[config.mk]
export PLATFORM = sky130hd
export DESIGN_NAME = ps2_key_decoder
export DESIGN_NICKNAME = d
export VERILOG_FILES = /design/src/rtl/ps2_key_decoder_pkg.sv /design/src/rtl/ps2_key_decoder_rx.sv /design/src/rtl/ps2_key_decoder.sv
export SDC_FILE = /design/constraint.sdc
export NUM_CORES = 1
export LEC_CHECK = 0
export ABC_AREA = 1
export BUFFER_PORTS_ARGS = -buffer_cell sky130_fd_sc_hd__buf_2
export CAP_MARGIN = 15
export CORE_MARGIN = 3
export CORE_UTILIZATION = 60
export CTS_CLUSTER_SIZE = 16
export DETAILED_ROUTE_END_ITERATION = 7
export GPL_ROUTABILITY_DRIVEN = 0
export PLACE_DENSITY = 0.8
export SLEW_MARGIN = 20
export SYNTH_ARGS = -nofsm -noshare
export SYNTH_HDL_FRONTEND = slang
export SYNTH_SLANG_ARGS = --single-unit
[constraint.sdc]
create_clock -name clk -period 2.5 [get_ports clk]
set_input_delay 0.25 -clock clk [delete_from_list [all_inputs] [get_ports clk]]
set_output_delay 0.25 -clock clk [all_outputs]
set_load 0.01 [all_outputs]
[src/rtl/ps2_key_decoder_pkg.sv]
// ---------------------------------------------------------------------------
// ps2_pkg
// Shared definitions for the PS/2 keyboard decoder: decoder state type,
// set-2 scancodes, held-key bit indices and small helper functions
// (parity check, scancode-to-key mapping).
// ---------------------------------------------------------------------------
package ps2_pkg;

  typedef enum logic [1:0] {
    IDLE    = 2'd0,
    EXT     = 2'd1,
    BRK     = 2'd2,
    EXT_BRK = 2'd3
  } dec_state_t;

  localparam logic [7:0] SC_EXT   = 8'hE0;
  localparam logic [7:0] SC_BRK   = 8'hF0;
  localparam logic [7:0] SC_A     = 8'h1C;
  localparam logic [7:0] SC_D     = 8'h23;
  localparam logic [7:0] SC_W     = 8'h1D;
  localparam logic [7:0] SC_SPACE = 8'h29;
  localparam logic [7:0] SC_LEFT  = 8'h6B;
  localparam logic [7:0] SC_RIGHT = 8'h74;
  localparam logic [7:0] SC_UP    = 8'h75;

  // One held bit per physical key
  localparam int N_KEYS    = 7;
  localparam int KEY_A     = 0;
  localparam int KEY_LEFT  = 1;
  localparam int KEY_D     = 2;
  localparam int KEY_RIGHT = 3;
  localparam int KEY_W     = 4;
  localparam int KEY_SPACE = 5;
  localparam int KEY_UP    = 6;

  // True when data plus parity bit carry an odd number of ones
  function automatic logic parity_odd_ok(input logic [7:0] data, input logic par);
    return ^{data, par};
  endfunction

  // One-hot held-bit mask for a non-extended scancode (zero if unmapped)
  function automatic logic [N_KEYS-1:0] map_plain(input logic [7:0] code);
    logic [N_KEYS-1:0] mask;
    mask = 7'b000_0000;
    case (code)
      SC_A:     mask[KEY_A]     = 1'b1;
      SC_D:     mask[KEY_D]     = 1'b1;
      SC_W:     mask[KEY_W]     = 1'b1;
      SC_SPACE: mask[KEY_SPACE] = 1'b1;
      default:  mask = 7'b000_0000;
    endcase
    return mask;
  endfunction

  // One-hot held-bit mask for an E0-prefixed scancode (zero if unmapped)
  function automatic logic [N_KEYS-1:0] map_ext(input logic [7:0] code);
    logic [N_KEYS-1:0] mask;
    mask = 7'b000_0000;
    case (code)
      SC_LEFT:  mask[KEY_LEFT]  = 1'b1;
      SC_RIGHT: mask[KEY_RIGHT] = 1'b1;
      SC_UP:    mask[KEY_UP]    = 1'b1;
      default:  mask = 7'b000_0000;
    endcase
    return mask;
  endfunction

endpackage

[src/rtl/ps2_key_decoder_rx.sv]
// ---------------------------------------------------------------------------
// ps2_rx
// PS/2 frame receiver: synchronises the raw pins, glitch-filters the PS/2
// clock, samples data on filtered falling edges, assembles an 11-bit frame
// and checks start/parity/stop. A stall mid-frame longer than the timeout
// aborts the frame.
// Ports:
//   clk          in  system clock
//   rst          in  reset, active-high (already synchronised on release)
//   i_ps2_clk    in  raw PS/2 clock pin
//   i_ps2_data   in  raw PS/2 data pin
//   o_rx_byte    out last received data byte
//   o_byte_valid out one-cycle pulse, o_rx_byte holds a good byte
//   o_frame_err  out one-cycle pulse on framing/parity/timeout error
// ---------------------------------------------------------------------------
module ps2_rx
  import ps2_pkg::*;
#(
  parameter int CLK_HZ     = 65_000_000,
  parameter int TIMEOUT_US = 1000,
  parameter int FILTER_LEN = 8
) (
  input  logic       clk,
  input  logic       rst,
  input  logic       i_ps2_clk,
  input  logic       i_ps2_data,
  output logic [7:0] o_rx_byte,
  output logic       o_byte_valid,
  output logic       o_frame_err
);

  localparam int TIMEOUT_CYC = (CLK_HZ / 1_000_000) * TIMEOUT_US;
  localparam int TO_W        = $clog2(TIMEOUT_CYC + 1);
  localparam int FLT_W       = $clog2(FILTER_LEN + 1);
  localparam logic [TO_W-1:0]  TO_LAST  = TO_W'(TIMEOUT_CYC - 1);
  localparam logic [FLT_W-1:0] FLT_LAST = FLT_W'(FILTER_LEN - 1);
  localparam logic [TO_W-1:0]  TO_ONE   = TO_W'(1);
  localparam logic [FLT_W-1:0] FLT_ONE  = FLT_W'(1);

  logic [1:0]       r_clk_sync;
  logic [1:0]       r_data_sync;
  logic             r_clk_filt;
  logic [FLT_W-1:0] r_filt_cnt;
  logic [3:0]       r_bit_cnt;
  logic [9:0]       r_shift;
  logic [TO_W-1:0]  r_to_cnt;
  logic             w_clk_s;
  logic             w_data_s;
  logic             w_fall;
  logic             w_frame_ok;

  assign w_clk_s  = r_clk_sync[1];
  assign w_data_s = r_data_sync[1];

  // The filtered level flips on this cycle, and it flips to 0: a falling edge
  assign w_fall = (w_clk_s != r_clk_filt) && (r_filt_cnt == FLT_LAST) && !w_clk_s;

  // r_shift holds start (bit 0), D0..D7 (bits 8:1) and parity (bit 9)
  assign w_frame_ok = !r_shift[0] && w_data_s && parity_odd_ok(r_shift[8:1], r_shift[9]);

  // Two-flop synchronisers for the asynchronous pins (idle-high reset value)
  always_ff @(posedge clk or posedge rst) begin
    if (rst) begin
      r_clk_sync  <= 2'b11;
      r_data_sync <= 2'b11;
    end else begin
      r_clk_sync  <= {r_clk_sync[0], i_ps2_clk};
      r_data_sync <= {r_data_sync[0], i_ps2_data};
    end
  end

  // Glitch filter: accept a new clock level after FILTER_LEN consecutive samples
  always_ff @(posedge clk or posedge rst) begin
    if (rst) begin
      r_clk_filt <= 1'b1;
      r_filt_cnt <= '0;
    end else if (w_clk_s == r_clk_filt) begin
      r_filt_cnt <= '0;
    end else if (r_filt_cnt == FLT_LAST) begin
      r_clk_filt <= w_clk_s;
      r_filt_cnt <= '0;
    end else begin
      r_filt_cnt <= r_filt_cnt + FLT_ONE;
    end
  end

  // Frame assembly, end-of-frame checks and mid-frame timeout
  always_ff @(posedge clk or posedge rst) begin
    if (rst) begin
      r_bit_cnt    <= 4'd0;
      r_shift      <= 10'd0;
      r_to_cnt     <= '0;
      o_rx_byte    <= 8'd0;
      o_byte_valid <= 1'b0;
      o_frame_err  <= 1'b0;
    end else begin
      o_byte_valid <= 1'b0;
      o_frame_err  <= 1'b0;
      if (w_fall) begin
        r_to_cnt <= '0;
        if (r_bit_cnt == 4'd10) begin
          // Stop bit is being sampled now
          r_bit_cnt <= 4'd0;
          if (w_frame_ok) begin
            o_rx_byte    <= r_shift[8:1];
            o_byte_valid <= 1'b1;
          end else begin
            o_frame_err <= 1'b1;
          end
        end else begin
          r_shift   <= {w_data_s, r_shift[9:1]};
          r_bit_cnt <= r_bit_cnt + 4'd1;
        end
      end else if (r_bit_cnt != 4'd0) begin
        if (r_to_cnt == TO_LAST) begin
          // Stalled mid-frame: abandon it and wait for a fresh start bit
          r_bit_cnt   <= 4'd0;
          r_to_cnt    <= '0;
          o_frame_err <= 1'b1;
        end else begin
          r_to_cnt <= r_to_cnt + TO_ONE;
        end
      end else begin
        r_to_cnt <= '0;
      end
    end
  end

endmodule

[src/rtl/ps2_key_decoder.sv]
// ---------------------------------------------------------------------------
// ps2_key_decoder
// Turns PS/2 set-2 make/break codes into level-held movement flags for the
// character controller.
// Ports:
//   clk          in  system clock (65 MHz pixel clock)
//   rst          in  reset, asynchronous assert, synchronous release
//   i_ps2_clk    in  raw PS/2 clock pin
//   i_ps2_data   in  raw PS/2 data pin
//   o_stepleft   out held while A or Left-arrow is down
//   o_stepright  out held while D or Right-arrow is down
//   o_stepjump   out held while W, Space or Up-arrow is down
//   o_frame_err  out one-cycle pulse on parity/start/stop/timeout error
// ---------------------------------------------------------------------------
module ps2_key_decoder
  import ps2_pkg::*;
#(
  parameter int CLK_HZ     = 65_000_000,
  parameter int TIMEOUT_US = 1000,
  parameter int FILTER_LEN = 8
) (
  input  logic clk,
  input  logic rst,
  input  logic i_ps2_clk,
  input  logic i_ps2_data,
  output logic o_stepleft,
  output logic o_stepright,
  output logic o_stepjump,
  output logic o_frame_err
);

  logic [1:0]        r_rst_pipe;
  logic              w_rst;
  logic [7:0]        w_rx_byte;
  logic              w_byte_valid;
  logic              w_frame_err;
  dec_state_t        r_state;
  dec_state_t        w_state_next;
  logic [N_KEYS-1:0] r_held;
  logic [N_KEYS-1:0] w_held_next;

  // Reset bridge: reset takes effect at once, its release waits two clock edges
  always_ff @(posedge clk or posedge rst) begin
    if (rst) begin
      r_rst_pipe <= 2'b11;
    end else begin
      r_rst_pipe <= {r_rst_pipe[0], 1'b0};
    end
  end

  assign w_rst = r_rst_pipe[1];

  ps2_rx #(
    .CLK_HZ    (CLK_HZ),
    .TIMEOUT_US(TIMEOUT_US),
    .FILTER_LEN(FILTER_LEN)
  ) u_rx (
    .clk         (clk),
    .rst         (w_rst),
    .i_ps2_clk   (i_ps2_clk),
    .i_ps2_data  (i_ps2_data),
    .o_rx_byte   (w_rx_byte),
    .o_byte_valid(w_byte_valid),
    .o_frame_err (w_frame_err)
  );

  assign o_frame_err = w_frame_err;

  // Decoder state and held-key register
  always_ff @(posedge clk or posedge w_rst) begin
    if (w_rst) begin
      r_state <= IDLE;
      r_held  <= 7'b000_0000;
    end else begin
      r_state <= w_state_next;
      r_held  <= w_held_next;
    end
  end

  // Next-state and held-key update; only a good byte moves the decoder
  always_comb begin
    w_state_next = r_state;
    w_held_next  = r_held;
    if (w_frame_err) begin
      w_state_next = IDLE;
    end else if (w_byte_valid) begin
      case (r_state)
        IDLE: begin
          if (w_rx_byte == SC_EXT) begin
            w_state_next = EXT;
          end else if (w_rx_byte == SC_BRK) begin
            w_state_next = BRK;
          end else begin
            // Typematic repeats OR in an already-set bit: no change
            w_held_next  = r_held | map_plain(w_rx_byte);
            w_state_next = IDLE;
          end
        end
        EXT: begin
          if (w_rx_byte == SC_BRK) begin
            w_state_next = EXT_BRK;
          end else begin
            w_held_next  = r_held | map_ext(w_rx_byte);
            w_state_next = IDLE;
          end
        end
        BRK: begin
          w_held_next  = r_held & ~map_plain(w_rx_byte);
          w_state_next = IDLE;
        end
        EXT_BRK: begin
          w_held_next  = r_held & ~map_ext(w_rx_byte);
          w_state_next = IDLE;
        end
        default: begin
          w_state_next = IDLE;
        end
      endcase
    end else begin
      w_state_next = r_state;
    end
  end

  // Registered movement flags, built from the next held value so they move
  // on the same edge as the held register
  always_ff @(posedge clk or posedge w_rst) begin
    if (w_rst) begin
      o_stepleft  <= 1'b0;
      o_stepright <= 1'b0;
      o_stepjump  <= 1'b0;
    end else begin
      o_stepleft  <= w_held_next[KEY_A] | w_held_next[KEY_LEFT];
      o_stepright <= w_held_next[KEY_D] | w_held_next[KEY_RIGHT];
      o_stepjump  <= w_held_next[KEY_W] | w_held_next[KEY_SPACE] | w_held_next[KEY_UP];
    end
  end

endmodule

# Word level (Yosys, flattened, before mapping)
# Index checks and enable logic that the tools add are counted.
# Widths: inputs -> output; s select.
dict set report op_classes {
  n_addsub 3
  eq_ne 17
  muxes 110
  n_bitwise 12
  n_reduce_logical 17
}
# op n
set op_table {}
lappend op_table {{$mux 1} 82}
lappend op_table {{$mux 16} 3}
lappend op_table {{$mux 7} 5}
lappend op_table {{$pmux 7 s4} 1}
lappend op_table {{$eq 8x7->1 const B} 3}
lappend op_table {{$mux 2} 12}
lappend op_table {{$mux 4} 6}
lappend op_table {{$add 16x1->16 const B} 1}
lappend op_table {{$eq 16x16->1 const B} 1}
lappend op_table {{$eq 8x5->1 const B} 2}
lappend op_table {{$eq 8x6->1 const B} 2}
lappend op_table {{$eq 8x8->1 const B} 2}
lappend op_table {{$and 7x7->7} 2}
lappend op_table {{$not 7->7} 2}
lappend op_table {{$or 7x7->7} 2}
lappend op_table {{$reduce_xor 9->1} 1}
lappend op_table {{$add 4x1->4 const B} 2}
lappend op_table {{$pmux 2 s3} 1}
lappend op_table {{$reduce_and 2->1} 3}
lappend op_table {{$reduce_bool 2->1} 3}
lappend op_table {{$eq 2x2->1 const B} 2}
lappend op_table {{$eq 4x3->1 const B} 1}
lappend op_table {{$eq 4x4->1 const B} 1}
lappend op_table {{$logic_and 1x1->1} 4}
lappend op_table {{other kinds (10)} 15}
dict set report totals {
  regBits 63
  input_bits 4
  output_inout_bits 4
  word_cells 175
}

# Longest topological paths before layout
dict set report logic_depth {
  word_depth 15
  mapped_depth 11
}

# Hierarchy
# A second synthesis with hierarchy kept.
dict set report hier_totals {
  cells_unflattened 421
  hier_area_um2 3377.0
}
# mod instances cells_per_inst area_per_inst_um2 seq_area_each_um2
set modules_own_cells {}
lappend modules_own_cells {ps2_rx 1 275 2421.1 1232.4}
lappend modules_own_cells {ps2_key_decoder 1 146 955.9 352.8}

# Worst setup path after synthesis
# Ideal clock, no wire load.
dict set report synth_timing {
  path_kind {flip-flop to flip-flop}
  start {register u_rx.r_filt_cnt[0]}
  end {register u_rx.r_to_cnt[14]}
  arrival_time_ns 1.385
  required_time_ns 2.423
  setup_slack_ns 1.037
  stages_incl_launch_ff 10
  cell_sequence {dfrtp_1 -> ha_1 -> nand2_1 -> nor2_2 -> nand2_4 -> inv_2 -> a21oi_1 -> nand2_1 -> buf_4 -> a21oi_1}
}
dict set report synth_between {
  elab_chain_cells 4
}
# item line_no
set synth_rtl {}
lappend synth_rtl {{start, declared} ps2_key_decoder_rx.sv:43} ;# logic [FLT_W-1:0] r_filt_cnt;
lappend synth_rtl {{start signal, assigned} ps2_key_decoder_rx.sv:83} ;# r_filt_cnt <= r_filt_cnt + FLT_ONE;
lappend synth_rtl {{$eq 4x3->1} ps2_key_decoder_rx.sv:56} ;# assign w_fall = (w_clk_s != r_clk_filt) && (r_filt_cnt == FLT_LAST) && !w_clk_s;
lappend synth_rtl {{$logic_and 1x1->1 (2 in series)} ps2_key_decoder_rx.sv:56}
lappend synth_rtl {{$mux 16} ps2_key_decoder_rx.sv:99} ;# if (w_fall) begin
lappend synth_rtl {{end signal, assigned} ps2_key_decoder_rx.sv:121} ;# r_to_cnt <= r_to_cnt + TO_ONE;
lappend synth_rtl {{end, declared} ps2_key_decoder_rx.sv:46} ;# logic [TO_W-1:0] r_to_cnt;
# Every way passes these cells.
# A chain may end at the register's enable or synchronous reset.

# Worst setup path after layout
dict set report layout_timing {
  start {register u_rx.r_filt_cnt[0]}
  end {register u_rx.r_to_cnt[15]}
}
# The elaborated chain is that of the path after synthesis.

==> qor.txt <==
Avg WL per Cell - 11.97 um
CTS sink count - 63
Layout fillers - 410
grt peak-use layer - met2
Final ANT Viol Nets - 0
Synth-to-Final Area Change - 11.08%
Crit Path Max Fanout - 14
Worst Reg2Reg Path Length in Cells - 10
post-CTS setup buffers - 0
Net Sw Power - 0.4628 mW
final WL - 5.900 mm
Post-synth EDFFs - 0
Via Count - 2565
final setup TNS - 0 ns
CTS tree - done
status - finished clean
number of max-cap violations - 0
ANT cells - 0
top_reg_cell synth - dfrtp_1
relative slew slack - 0.6171
FMAX - 518.7 MHz
Vias per Instance - 5.203
number of remaining DRC errors - 0
final hold violations - 0
post-route minimum period - 1.928 ns
synthesized cell area - 3274 um^2
first-pass GRT wire length - 10.47 mm
Leakage - 1.780 nW
Initial Util - 0.6291
HPWL Detailed - 4.207 mm
die height - 79.88 um
layout cells sized above 1 - 0.1560
VDD IR max - 0.4005 mV
Syn Nets - 407
routing usage on met3 - 0.04740
Async S/R FF share, synth - 1.000
clock edge transition at the registers on the reported setup and hold paths - 0.07 ns
vias in the first global route - 2476
1st-iter DRT viols - 137
crit-path most repeated cell - nand2_1
share of the synthesized area in the top cell type - 0.4280
Final Max Slew Viols - 0
Boundary Pins - 8
Hold Path Class - flop to asynchronous set/reset pin
GRT met2 Usage - 0.3464
die width - 79.88 um
gr ovfl total - 0
final setup fails - 0
Netlist cell types - 38
TritonRoute pass-1 iters - 4
initial antenna violation count - 0
die area - 6380 um^2
Crit-path slowest cell - nand2_1
final net count - 427
cts repair resizes - 0
YS warnings - 0
Yosys reg bits - 63
maximum number of pins on one net before global-route repair - 62
crit path DAT - 2.15 ns
fin cells - 493
CP Capture Type - flop
met1 Use GR - 0.2707
actual slew at the worst max-slew pin - 0.5730 ns
switching part of the total - 0.2186
post-synth top area cell - dfrtp_1
Int Pwr - 1.654 mW
Num CTS Buffers - 9
reg2reg setup slack - 0.57 ns
Synth Instances - 398
total power per unit cell area - 582.0 nW/um^2
Worst Skew - 0.005125 ns
hold_buf cts - 3
Max stage delay on crit path - 0.44 ns
critical path type - flop to flop
Avg Synthesized Cell Area - 8.227 um^2
post-synthesis sequential area ratio - 0.4841
Reg power frac - 0.511
logic gate share of total power - 0.047
clock buffer depth - 2
Root Buffer - clkbuf_8
CP Cell Sequence - ha_1 > nand2_1 > nor2_2 > nand2_4 > inv_2 > a21oi_1 > nand2_1 > inv_1 > nand2_1 > nor2_1
H-tree Lvls - 3
Critical Path Source Type - flop
RSZ-0062 raised after global routing - no
Area contributors post-synth - dfrtp_1 (43%), nand2_1 (12%), inv_1 (5.8%), dfstp_2 (5.6%), nor2_1 (3.9%)
Required @ worst endpoint - 2.72 ns
final period utilization - 0.7711
Clock Latency Late Sink - 0.33 ns
Placed Cells - 474
core area - 5205 um^2
Clock Power Share - 0.442
# rows - 26
Global Route Usage Sum - 0.2105
I/O Buffers - 7
-- cell usage after synthesis, drive strengths merged, types with 2 or more instances --
cell type  count
nand2        113
inv           58
dfrtp         56
nor2          44
nand3         24
o21ai         20
nor3          17
nand4         12
a21oi         10
dfstp          7
o21bai         6
ha             5
nor3b          3
xor2           3
and2           2
buf            2
nor4           2
o22ai          2
or2            2
xnor2          2
-- cell usage in the layout, fill, tap and decap left out, types with 2 or more instances in the layout --
cell type      instances
a21oi_1               10
and2_1                 2
buf_2                  7
bufinv_16              2
clkbuf_1               3
clkbuf_8               9
clkinv_2               2
dfrtp_1               56
dfstp_2                7
dlygate4sd3_1          3
ha_1                   5
inv_1                 50
inv_2                  8
nand2_1              106
nand2_2                4
nand2_4                3
nand3_1               20
nand3_2                3
nand4_1               11
nor2_1                34
nor2_2                 3
nor2_4                 7
nor3_1                11
nor3_2                 6
nor3b_1                3
nor4_1                 2
o21ai_0               14
o21ai_1                6
o21bai_1               6
o22ai_1                2
or2_2                  2
xnor2_1                2
xor2_1                 3
-- power groups by stage --
stage               Sequential [mW]  Combinational, mW  Clock [mW]
finish                         1.08             0.0998       0.935
global route                   1.09              0.117       0.989
CTS                            1.08              0.104       0.948
detailed placement             1.10             0.0997           0
global placement               1.10             0.0901           0
floorplan                      1.10             0.0701           0
-- per-stage QoR --
stage | setup slack, ns | total power, mW | utilization | hold WS, ns | area, um^2
6_report | 0.5723 | 2.117 | 0.6988 | 0.3188 | 3637
5_1_grt | 0.3759 | 2.192 | 0.6988 | 0.3556 | 3637
4_1_cts | 0.5576 | 2.135 | 0.6988 | 0.3375 | 3637
3_5_place_dp | 0.5788 | 1.201 | 0.6536 | 0.2868 | 3402
3_3_place_gp | 0.6644 | 1.187 | 0.6536 | 0.2740 | 3402
2_1_floorplan | 0.6536 | 1.165 | - | 0.1615 | 3274
-- kinds of logic after synthesis --
kind of cell             after synthesis  synth area share
buffers and inverters                 60           0.07107
flip-flops                            63            0.4841
AND/OR/NAND/NOR                      221            0.3359
adder cells (fa/ha/maj)                5           0.01911
other                                  1          0.001145
XOR/XNOR                               5           0.01338
AO/OA/AOI/OAI                         43           0.07528
-- sequential cells by signal (all words and copies together), names as in the netlist, 2 cells and up --
register / cells
u_rx.r_data_sync: 2
r_rst_pipe: 2
r_state: 2
u_rx.r_filt_cnt: 4
u_rx.r_clk_sync: 2
u_rx.r_to_cnt: 16
u_rx.o_rx_byte: 8
r_held: 7
u_rx.r_shift: 10
u_rx.r_bit_cnt: 4
-- final timing paths --
kind | end | start
max reg2reg | u_rx.r_to_cnt[15]$_DFF_PP0_ | u_rx.r_filt_cnt[0]$_DFF_PP0_
min in group clk | u_rx.r_data_sync[1]$_DFF_PP1_ | u_rx.r_data_sync[0]$_DFF_PP1_
max | u_rx.r_to_cnt[15]$_DFF_PP0_ | u_rx.r_filt_cnt[0]$_DFF_PP0_
min | u_rx.r_to_cnt[2]$_DFF_PP0_ | r_rst_pipe[1]$_DFF_PP1_
min reg2reg | u_rx.r_to_cnt[2]$_DFF_PP0_ | r_rst_pipe[1]$_DFF_PP1_
max in group asynchronous | u_rx.r_data_sync[1]$_DFF_PP1_ | r_rst_pipe[1]$_DFF_PP1_
-- critical path, delay by kind of cell, from the launching register on --
family | cells | cell delay [ns]
flops | 1 | 0.37
simple gates | 6 | 0.97
fa+ha+maj | 1 | 0.21
buf+inv | 2 | 0.23
compound gates | 1 | 0.04
-- area by class of cell --
cell class / instances / area, um^2 / area share
timing repair buffer: 11 / 85.08 / 0.02339
clock inverter: 4 / 70.07 / 0.01926
clock buffer: 12 / 135.1 / 0.03715
multi-input combinational: 275 / 1456 / 0.4004
sequential: 63 / 1585 / 0.4358
tap: 70 / 87.58 / 0.02408
inverter: 58 / 217.7 / 0.05986
-- routing by layer --
metal  wire length (um)  up-vias
met4                 93        0
met1               2909     1205
met2               2733       34
met3                163       10
li1                   -     1316
met5                  0        -
Note: power is estimated with default switching activity, not from simulation.
